### src/rtl/regfile_pkg.sv
// Shared types and defaults for the register file / issue stage.
package regfile_pkg;

    localparam int DEF_DATA_W = 8;
    localparam int DEF_NREGS  = 8;

    typedef enum logic [1:0] {
        OP_WRI = 2'd0,
        OP_ADD = 2'd1,
        OP_MUL = 2'd2,
        OP_NOP = 2'd3
    } op_t;

    typedef enum logic [1:0] {
        ST_IDLE = 2'd0,
        ST_MUL  = 2'd1,
        ST_WB   = 2'd2
    } state_t;

endpackage

### src/rtl/seq_mul.sv
// Sequential shift-add multiplier: one multiplier bit per cycle, LSB first,
// product truncated to W bits. done flags the cycle whose closing edge
// commits the final partial product, so product is complete right after it.
module seq_mul #(
    parameter int W = 8
) (
    input  logic         clk,
    input  logic         rst_n,
    input  logic         start,
    input  logic [W-1:0] a,
    input  logic [W-1:0] b,
    output logic         busy,
    output logic         done,
    output logic [W-1:0] product
);

    localparam int CW = $clog2(W + 1);

    logic [W-1:0]  mcand;
    logic [W-1:0]  mplier;
    logic [W-1:0]  acc;
    logic [CW-1:0] cnt;

    // Load operands on start, then add/shift once per cycle until the counter expires.
    always_ff @(posedge clk or negedge rst_n) begin
        if (!rst_n) begin
            mcand  <= '0;
            mplier <= '0;
            acc    <= '0;
            cnt    <= '0;
            busy   <= 1'b0;
        end else if (start) begin
            mcand  <= a;
            mplier <= b;
            acc    <= '0;
            cnt    <= CW'(W);
            busy   <= 1'b1;
        end else if (busy) begin
            if (mplier[0]) begin
                acc <= acc + mcand;
            end
            mcand  <= mcand << 1;
            mplier <= mplier >> 1;
            cnt    <= cnt - 1'b1;
            if (cnt == CW'(1)) begin
                busy <= 1'b0;
            end
        end
    end

    assign done    = busy && (cnt == CW'(1));
    assign product = acc;

endmodule

### src/rtl/regfile_mul_issue.sv
// Architectural register file with a single-issue execute stage (WRI/ADD/MUL).
// r0 reads as zero and is never written. Operands are latched at accept,
// so no bypassing is needed between consecutive commands.
module regfile_mul_issue
    import regfile_pkg::*;
#(
    parameter int DATA_W = DEF_DATA_W,
    parameter int NREGS  = DEF_NREGS,
    localparam int AW    = $clog2(NREGS)
) (
    input  logic              clk,
    input  logic              rst_n,
    input  logic              cmd_valid,
    output logic              cmd_ready,
    input  logic [1:0]        cmd_op,
    input  logic [AW-1:0]     cmd_rd,
    input  logic [AW-1:0]     cmd_rs1,
    input  logic [AW-1:0]     cmd_rs2,
    input  logic [DATA_W-1:0] cmd_imm,
    input  logic [AW-1:0]     dbg_addr,
    output logic [DATA_W-1:0] dbg_data,
    output logic              done,
    output logic [AW-1:0]     done_rd,
    output logic [DATA_W-1:0] op_a,
    output logic [DATA_W-1:0] op_b,
    output logic [DATA_W-1:0] res_x
);

    logic [DATA_W-1:0] regs [NREGS];
    state_t            state;
    op_t               op_q;
    op_t               cmd_op_e;
    logic [AW-1:0]     rd_q;
    logic [DATA_W-1:0] alu_q;
    logic [DATA_W-1:0] alu_nxt;
    logic [DATA_W-1:0] rs1_val;
    logic [DATA_W-1:0] rs2_val;
    logic [DATA_W-1:0] opnd_a;
    logic [DATA_W-1:0] opnd_b;
    logic              accept;
    logic              mul_busy;
    logic              mul_done;
    logic [DATA_W-1:0] mul_product;

    assign cmd_op_e = op_t'(cmd_op);
    assign accept   = cmd_valid && cmd_ready;
    assign rs1_val  = (cmd_rs1 == '0) ? '0 : regs[cmd_rs1];
    assign rs2_val  = (cmd_rs2 == '0) ? '0 : regs[cmd_rs2];
    assign opnd_a   = (cmd_op_e == OP_WRI) ? cmd_imm : rs1_val;
    assign opnd_b   = (cmd_op_e == OP_WRI) ? '0 : rs2_val;
    assign dbg_data = (dbg_addr == '0) ? '0 : regs[dbg_addr];
    assign done_rd  = rd_q;
    assign res_x    = (op_q == OP_MUL) ? mul_product : alu_q;

    // Single-cycle result for non-multiply ops, captured at accept.
    always_comb begin
        alu_nxt = '0;
        case (cmd_op_e)
            OP_WRI:  alu_nxt = opnd_a;
            OP_ADD:  alu_nxt = opnd_a + opnd_b;
            default: alu_nxt = '0;
        endcase
    end

    seq_mul #(.W(DATA_W)) u_mul (
        .clk     (clk),
        .rst_n   (rst_n),
        .start   (accept && (cmd_op_e == OP_MUL)),
        .a       (opnd_a),
        .b       (opnd_b),
        .busy    (mul_busy),
        .done    (mul_done),
        .product (mul_product)
    );

    // Issue FSM: accept in IDLE, wait out the multiplier, one-cycle write-back.
    always_ff @(posedge clk or negedge rst_n) begin
        if (!rst_n) begin
            state     <= ST_IDLE;
            cmd_ready <= 1'b1;
            done      <= 1'b0;
            op_q      <= OP_NOP;
            rd_q      <= '0;
            op_a      <= '0;
            op_b      <= '0;
            alu_q     <= '0;
        end else begin
            case (state)
                ST_IDLE: begin
                    if (accept) begin
                        op_q      <= cmd_op_e;
                        rd_q      <= cmd_rd;
                        op_a      <= opnd_a;
                        op_b      <= opnd_b;
                        alu_q     <= alu_nxt;
                        cmd_ready <= 1'b0;
                        if (cmd_op_e == OP_MUL) begin
                            state <= ST_MUL;
                        end else begin
                            state <= ST_WB;
                            done  <= 1'b1;
                        end
                    end
                end
                ST_MUL: begin
                    if (mul_busy && mul_done) begin
                        state <= ST_WB;
                        done  <= 1'b1;
                    end
                end
                ST_WB: begin
                    state     <= ST_IDLE;
                    done      <= 1'b0;
                    cmd_ready <= 1'b1;
                end
                default: begin
                    state     <= ST_IDLE;
                    done      <= 1'b0;
                    cmd_ready <= 1'b1;
                end
            endcase
        end
    end

    // Register write-back at the edge closing the WB cycle; r0 and NOP never write.
    always_ff @(posedge clk or negedge rst_n) begin
        if (!rst_n) begin
            for (int i = 0; i < NREGS; i++) begin
                regs[i] <= '0;
            end
        end else if ((state == ST_WB) && (op_q != OP_NOP) && (rd_q != '0)) begin
            regs[rd_q] <= res_x;
        end
    end

endmodule

### config.mk
export PLATFORM = sky130hd
export DESIGN_NAME = regfile_mul_issue
export DESIGN_NICKNAME = d
export VERILOG_FILES = /design/src/rtl/regfile_pkg.sv /design/src/rtl/seq_mul.sv /design/src/rtl/regfile_mul_issue.sv
export SDC_FILE = /design/constraint.sdc
export NUM_CORES = 1
export LEC_CHECK = 0
export ABC_CLOCK_PERIOD_IN_PS = 8300
export CAP_MARGIN = 0
export CELL_PAD_IN_SITES_DETAIL_PLACEMENT = 1
export CELL_PAD_IN_SITES_GLOBAL_PLACEMENT = 1
export CORE_MARGIN = 2
export CORE_UTILIZATION = 49
export DETAILED_ROUTE_END_ITERATION = 6
export HOLD_SLACK_MARGIN = 0.02
export PLACE_DENSITY_LB_ADDON = 0.1
export SYNTH_ARGS = -nofsm -noshare
export SYNTH_HDL_FRONTEND = slang
export SYNTH_SLANG_ARGS = --single-unit
### constraint.sdc
create_clock -name clk -period 8.3 [get_ports clk]
set_input_delay 0.83 -clock clk [delete_from_list [all_inputs] [get_ports clk]]
set_output_delay 0.83 -clock clk [all_outputs]
set_load 0.02 [all_outputs]
* Yosys cells after proc, flatten, opt, wreduce, memory -nomap -nowiden
Cells that the tools add are included.
Storage, ports and cells: bits of input ports 25, output and inout port bits 37, bits in registers 126
Cells by class: mux-type cells 41, add/sub/neg operators 3, equality and inequality tests 10, reductions and logical operators 20, magnitude comparators 5, bitwise operators 5
Operator list (count):
- $mux 8 | 20
- $bmux 8 s3 | 3
- $bwmux 64 | 1
- $demux 8 s3 | 1
- $add 8x8->8 | 2
- $ge 4x4->1 const B | 4
- $not 3->4 | 4
- $pmux 8 s2 | 1
- $logic_not 3->1 | 3
- $mux 4 | 2
- $ne 2x2->1 const B | 4
- $reduce_and 2->1 | 4
- $logic_and 1x1->1 | 7
- $mux 1 | 7
- $eq 2x2->1 const B | 3
- $mux 2 | 3
- $eq 2x1->1 const B | 2
- $eq 4x1->1 const B | 1
- $logic_not 2->1 | 2
- $lt 4x1->1 const B | 1
- $pmux 1 s2 | 2
- $pmux 2 s2 | 1
- $reduce_bool 2->1 | 2
- $sub 4x1->4 const B | 1
- 3 further kinds | 3

* Logic depth before layout (Yosys ltp)
Gate-level depths: netlist (run 1).
depth in word-level cells 8, gate-level depth with buffers 15, mapped depth without buffers 14

* Cells and area by module
Synthesis (run 1) repeated with hierarchy kept, for this count alone.
Unflattened totals: cell total of the unflattened synthesis 756, area total of the unflattened synthesis 7278.2 µm²
Modules (own cells, without submodules):
- regfile_mul_issue | area an instance 5652.9 µm², instances 1, cells each 588
- seq_mul | area an instance 1625.3 µm², instances 1, cells each 168

* Worst setup path before layout (run 1)
OpenSTA, ideal clock, no wires.
path kind input to register, start point input port cmd_rs1[0], end point register alu_q[6], data required time 8173 ps, setup slack 4702 ps, stages on the path 15, arrival 3471 ps, path buffers 2, cell sequence buf_4 > buf_2 > mux4_2 > nor2b_1 > nor3_1 > a21oi_1 > inv_1 > ha_1 > fa_1 > a21o_1 > a21oi_1 > o21bai_1 > a21oi_1 > xor2_1 > o22ai_1
On the way: longest elaborated chain between the ends 8
Ends and longest elaborated chain:
- from (decl) | RTL line regfile_mul_issue.sv:17 | input logic [AW-1:0] cmd_rs1,
- $not 3->4 (implied by the code) | RTL line regfile_mul_issue.sv:47 | assign rs1_val = (cmd_rs1 == '0) ? '0 : regs[cmd_rs1];
- $bmux 8 s3 | RTL line regfile_mul_issue.sv:47
- $mux 8 (implied by the code) (2 in series) | RTL line regfile_mul_issue.sv:47
- $mux 8 * | RTL line regfile_mul_issue.sv:47
- $mux 8 * | RTL line regfile_mul_issue.sv:49 | assign opnd_a = (cmd_op_e == OP_WRI) ? cmd_imm : rs1_val;
- via opnd_a[0] | RTL line regfile_mul_issue.sv:38 | logic [DATA_W-1:0] opnd_a;
- $add 8x8->8 * | RTL line regfile_mul_issue.sv:60 | OP_ADD: alu_nxt = opnd_a + opnd_b;
- $pmux 8 s2 * | RTL line regfile_mul_issue.sv:58 | case (cmd_op_e)
- to (signal assigned) | RTL line regfile_mul_issue.sv:95 | alu_q <= alu_nxt;
- to (decl) | RTL line regfile_mul_issue.sv:34 | logic [DATA_W-1:0] alu_q;
Mark *: on every way through the listed nets, which the timed path passes. The rest lies on a longest branch. The select of a mux whose other input is x is not followed. A chain may end at the register's enable or synchronous reset.

* Worst setup path in the final report (run 1)
start point input port dbg_addr[0], end point output port dbg_data[0]
On the way: longest elaborated chain between the ends 5
Ends and longest elaborated chain:
- from (decl) | RTL line regfile_mul_issue.sv:20 | input logic [AW-1:0] dbg_addr,
- $not 3->4 (implied by the code) | RTL line regfile_mul_issue.sv:51 | assign dbg_data = (dbg_addr == '0) ? '0 : regs[dbg_addr];
- $bmux 8 s3 | RTL line regfile_mul_issue.sv:51
- $mux 8 (implied by the code) (2 in series) | RTL line regfile_mul_issue.sv:51
- $mux 8 * | RTL line regfile_mul_issue.sv:51
- to (decl) | RTL line regfile_mul_issue.sv:21 | output logic [DATA_W-1:0] dbg_data,
Mark *: on every way between the ends. The rest lies on a longest branch, timed or not. The select of a mux whose other input is x is not followed.

==> impl_results.md, run 1 <==
- Outcome: finished, final reports clean
- Boundary pin count: 62
- R2R Setup Slk: 5.04 ns
- Worst setup EP type: primary output
- Ys flop type: dfrtp_1
- Horiz. Die Dim: 124.4 um
- Max VDD drop: 0.1928 mV
- Warnings, synthesis: 0
- Post_cts resized: 0
- CP max stage cell: a21oi_1
- Worst Path Max Fanout: 18
- Worst path depth: 4
- Crit-path cells: clkdlybuf4s50_1 -> a21oi_1 -> a221oi_1 -> clkdlybuf4s50_1
- Final setup vio count: 0
- Row count: 44
- Nets@finish: 820
- Ant. Diodes: 0
- WP data required: 7.47 ns
- F_max: 218.0 MHz
- Hold slack: 0.3792 ns
- Most frequent CP cell: clkdlybuf4s50_1
- Crit path largest cell delay: 1.09 ns
- Worst r2r dst: alu_q[6]
- Via count of the first global-routing pass: 6499
- DRT Wirelength: 22280 um
- Starting density of the core: 49.46%
- Post-CTS Setup Bufs: 0
- Final Cell Area: 8377 um^2
- Clock Root Buffer: clkbuf_16
- Final setup margin: 3.712 ns
- Total grt overflow: 0
- Crit Path Category: in2out
- Maximum root-to-sink buffer count: 2
- CTS Buf Count: 17
- Slew HR: 22.69%
- Max-cap violation count: 0
- DRC violations left: 0
- Measured slew at the worst slew-check pin: 1.157 ns
- Setup crit start: dbg_addr[0]
- Core Box Area: 14370 um^2
- Power Total: 3.108 mW
- Routed vias/inst: 6.101
- Layout cell share with drive strength beyond 1: 10.76%
- Placed cell area: 7739 um^2
- Final hold vios: 0
- Min Tclk post-route: 4.588 ns
- Pwr dens: 371.0 nW/um^2
- Number of enable flip-flop cells after synthesis: 0
- Clock sink count: 126
- Cts hold-fix bufs: 0
- Hold Startpoint: regs[62]
- Worst r2r path cells: 14
- Post-route ant nets: 0
- Seq/Total Area, Yosys: 44.42%
- Finished Layout Cells: 974
- Synth Instances: 749
- Top Family by Delay on Critical Path: buffers and inverters
- RSZ-0062 raised after global routing: no
- Detail Placement HPWL: 14920 um
- Routed len/inst: 22.87 um
- Period utilization: 55.28%
- Clock-pin slew of the registers on the worst-case setup and hold paths: 0.06 ns
- Iteration-0 DRC Markers: 456
- Layout area overhead: 17.87%
- CP arrival: 3.76 ns
- Clk_lat worst skew: 0.44 ns
- Antenna violations before repair: 0
- Number of I/O port buffers: 61
- Post-layout util: 58.30%
- Routed vias: 5942
- Die area: 15480 um^2
- CP bufs+invs: 2
- Cell count after placement: 942
- CTS tree: done
- Syn Area/Cell: 9.488 um^2
- Worst min path class: reg2reg
- Syn nets: 792
- Routability cong.: 0.8961
- Pre-antenna DRT Iters: 5
- Die height: 124.4 um
- Dpl ws: 3.580 ns
- Fin. max-slew vios: 0
- #FFs+latches synth: 126
- Tot GR Track Use: 29.99%
- Fill cells: 1630
- H-tree levels: 4
- Setup TNS: 0 ns
- First-pass GRT wire length: 36130 um
- Worst r2r src: regs[32]
- Post-synth ARST share: 100.0%
- CP Launch Type: input pin
- Post-synth cell types: 50
- Netlist Area Pre-Place: 7107 um^2
- Crit path capture: dbg_data[0]
- Largest net degree at the start of global routing: 81
- Worst clock skew: 0.005896 ns
- P_leak: 3.723 nW
where the power goes:
group | internal [mW] | switching [mW]
combinational | 0.524 | 0.667
clock | 0.507 | 0.315
sequential | 0.850 | 0.244
total | 1.88 | 1.23
final cells by class:
cell class | instances | area, um^2 | share of cell area [%]
multi-input cells | 534 | 3582 | 42.76
flip-flops and latches | 126 | 3157 | 37.68
inverters | 31 | 116.4 | 1.389
well taps | 184 | 230.2 | 2.748
clock buffers | 17 | 425.4 | 5.078
repair buffers | 67 | 653.1 | 7.797
clock inverters | 15 | 212.7 | 2.539
cells in the mapped netlist (all sizes together) (3+ instances only):
| cell type | count | area share (%) |
|---|---|---|
| dfrtp | 123 | 43 |
| o31ai | 6 | 0.63 |
| clkbuf | 38 | 2.1 |
| buf | 20 | 1.5 |
| a22oi | 8 | 0.85 |
| dfstp | 3 | 1.1 |
| a221oi | 14 | 1.7 |
| ha | 16 | 2.8 |
| o21ai | 84 | 5.9 |
| a211oi | 14 | 1.5 |
| xnor2 | 8 | 0.99 |
| nand2b | 3 | 0.26 |
| a21oi | 63 | 4.4 |
| mux2 | 14 | 2.2 |
| nor2 | 56 | 3.0 |
| mux2i | 29 | 4.1 |
| nand2 | 108 | 5.7 |
| xor2 | 3 | 0.37 |
| inv | 31 | 1.6 |
| nand3b | 5 | 0.53 |
| a21o | 5 | 0.53 |
| nor2b | 33 | 2.9 |
| nor3 | 11 | 0.85 |
| or3 | 3 | 0.26 |
| mux4 | 24 | 7.7 |
worst min-delay path by stage:
| stage | to | slack, ns | cells after the start |
|---|---|---|---|
| final | regs[62] | 0.38 | 0 |
| after global routing | regs[62] | 0.39 | 0 |
| after CTS | regs[60] | 0.38 | 0 |
| after detailed placement | regs[60] | 0.36 | 0 |
| after global placement | regs[63] | 0.36 | 0 |
| after floorplan | regs[56] | 0.42 | 1 |
layout by cell type, fill, tap and decap left out, types with 8 or more instances in the layout:
cell             instances
a211oi_1                14
a21oi_1                 63
a221oi_1                14
a22oi_1                  8
clkbuf_16               17
clkdlybuf4s50_1         60
dfrtp_1                123
ha_1                    16
inv_1                   31
mux2_2                  14
mux2i_1                 29
mux4_2                  23
nand2_1                108
nor2_1                  54
nor2b_1                 33
nor3_1                  10
o21ai_0                 83
xnor2_1                  8
cell families (layout without fill, tap and decap cells):
family	Yosys count	after routing	synth area share (%)
AO/OA/AOI/OAI	205	205	16.81
XOR/XNOR	11	11	1.356
adder cells (fa/ha/maj)	18	18	3.380
buffers and inverters	89	130	5.246
flip-flops	126	126	44.42
multiplexers	67	67	13.96
AND/OR/NAND/NOR	233	233	14.82
worst reg2reg max path, stage by stage (launching register included):
cell      delay (ns)
dfrtp_1         0.42
mux2i_1         0.20
nor2_1          0.08
a311oi_1        0.34
nor3_1          0.10
a21oi_1         0.23
inv_1           0.08
ha_1            0.22
fa_1            0.42
a21o_1          0.19
a21oi_1         0.28
o21bai_1        0.12
a21oi_1         0.20
xor2_1          0.17
o22ai_1         0.09
per-layer routing:
layer  wire length (um)  vias to the layer above  global-route usage [%]
met1               9723                     3061                   40.07
li1                   -                     2685                       -
met4                492                        0                   10.97
met3               1052                       34                   5.541
met2              11010                      162                   49.12
met5                  0                        -                       0
registers in the layout, summed over array words and instances, names as in the netlist, 2 cells and up:
name	cells
op_a	8
u_mul.product	8
u_mul.mplier	8
state	2
u_mul.cnt	4
regs	64
alu_q	8
op_b	8
u_mul.mcand	8
done_rd	3
op_q	2
Power figures use the tool's default switching activity.
==> run 2: changes to the inputs <==
ABC_CLOCK_PERIOD_IN_PS = 4500   (was 8300)
CORE_UTILIZATION = 45   (was 49)
clock period = 4.5 ns   (was 8.3 ns; I/O delays follow)
==> impl_results.md, run 2 (same netlist as run 1, synthesis figures left out) <==
- Outcome: finished, final reports clean
- Max VDD drop: 0.4523 mV
- Worst min path class: in2async
- Most frequent CP cell: a21oi_1
- DRT Wirelength: 22140 um
- Tot GR Track Use: 28.39%
- P_leak: 3.778 nW
- CTS Buf Count: 17
- Worst setup EP type: flop
- Routability cong.: 0.9338
- Routed len/inst: 21.77 um
- Nets@finish: 837
- Max-cap violation count: 0
- Crit path largest cell delay: 0.90 ns
- Horiz. Die Dim: 129.7 um
- Clock sink count: 126
- Worst clock skew: 0.01260 ns
- Via count of the first global-routing pass: 6390
- Measured slew at the worst slew-check pin: 1.129 ns
- Ant. Diodes: 0
- Top Family by Delay on Critical Path: compound AO/OA/AOI/OAI gates
- Layout cell share with drive strength beyond 1: 12.28%
- Min Tclk post-route: 3.598 ns
- First-pass GRT wire length: 35820 um
- Iteration-0 DRC Markers: 295
- H-tree levels: 4
- Largest Register: regs
- Final setup vio count: 0
- Die height: 129.7 um
- CP arrival: 3.91 ns
- Power Total: 5.685 mW
- DRC violations left: 0
- CP Launch Type: input pin
- Slew HR: 24.67%
- Most frequent cells in the layout: dfrtp_1, nand2_1, o21ai_0
- Post-route ant nets: 0
- Number of I/O port buffers: 61
- Period utilization: 79.95%
- WP data required: 4.81 ns
- Crit-path cells: clkdlybuf4s50_1 -> mux2_2 -> a221oi_1 -> nor3_1 -> a21oi_1 -> inv_1 -> fa_1 -> a21o_1 -> a21oi_1 -> o21bai_1 -> a21oi_1 -> xor2_1 -> o22ai_1
- Pre-antenna DRT Iters: 5
- Worst Path Max Fanout: 13
- Clock-pin slew of the registers on the worst-case setup and hold paths: 0.06 ns
- Antenna violations before repair: 0
- Pwr dens: 668.6 nW/um^2
- F_max: 277.9 MHz
- Crit Path Category: in2reg
- RSZ-0062 raised after global routing: no
- Commonest non-fill, non-tap cell in the layout: dfrtp_1
- Final hold vios: 0
- Fin. max-slew vios: 0
- CTS tree: done
- Row count: 45
- Maximum root-to-sink buffer count: 2
- Largest net degree at the start of global routing: 48
- Max reg flops: 64
- Die area: 16810 um^2
- CP bufs+invs: 2
- Routed vias/inst: 5.911
- Dpl ws: 0.4934 ns
- Cts hold-fix bufs: 0
- Total grt overflow: 0
- Clk_lat worst skew: 0.43 ns
- Starting density of the core: 46.41%
- Post_cts resized: 0
- Core Box Area: 15310 um^2
- Worst r2r path cells: 13
- Clock Root Buffer: clkbuf_16
- Finished Layout Cells: 1017
- Detail Placement HPWL: 15720 um
- Routed vias: 6011
- Layout area overhead: 19.65%
- Post-CTS Setup Bufs: 0
- Boundary pin count: 62
- Setup TNS: 0 ns
- Cell count after placement: 986
- Final setup margin: 0.9022 ns
- Worst path depth: 13
- CP max stage cell: clkdlybuf4s50_1
[run 2: stage by stage]
stage          hold WS, ns  area, um^2  util (%)
2_1_floorplan       0.1544        7107         -
3_3_place_gp        0.3613        7898     51.57
3_5_place_dp        0.3645        7898     51.57
4_1_cts            0.02792        8503     55.52
5_1_grt            0.05735        8503     55.52
6_report           0.01916        8503     55.52
[run 2: cell type report]
type                       count  area, um^2
clock inverter                12       162.7
fill                        1765        6812
clock buffer                  19       442.9
sequential                   126        3157
timing repair buffer          84       780.7
inverter                      31       116.4
tap                          211       264.0
multi-input combinational    534        3580
[run 2: where the power goes]
part	leakage, nW	switching, mW	internal (mW)
clock	0.278	0.543	0.887
sequential	1.63	0.474	1.57
combinational	1.87	1.23	0.983
total	3.78	2.25	3.44
[run 2: per-layer routing]
metal  global-route usage (%)  wire [um]  up-vias
met1                    38.68      10040     3098
li1                         -          -     2723
met5                        0          0        -
met2                    45.92      10670      154
met4                    9.614        444        0
met3                    5.326        980       36
[run 2: path summary, 6_finish.rpt]
| kind | startpoint | endpoint | slack [ns] |
|---|---|---|---|
| min in group clk | regs[62] | regs[62] | 0.38 |
| max in group asynchronous | rst_n | alu_q[0] | 3.45 |
| min reg2reg | regs[62] | regs[62] | 0.38 |
| max reg2reg | regs[24] | alu_q[6] | 1.35 |
| min | rst_n | regs[60] | 0.02 |
| max | cmd_rs1[2] | alu_q[6] | 0.90 |
[run 2: worst reg2reg max path, cell delays in order (launching register included)]
cell	delay, ns
dfrtp_1	0.44
mux4_2	0.48
nor2b_1	0.12
nor3_1	0.07
a21oi_1	0.27
inv_1	0.08
ha_1	0.23
fa_1	0.41
a21o_1	0.17
a21oi_1	0.22
o21bai_1	0.09
a21oi_1	0.19
xor2_1	0.17
o22ai_1	0.09
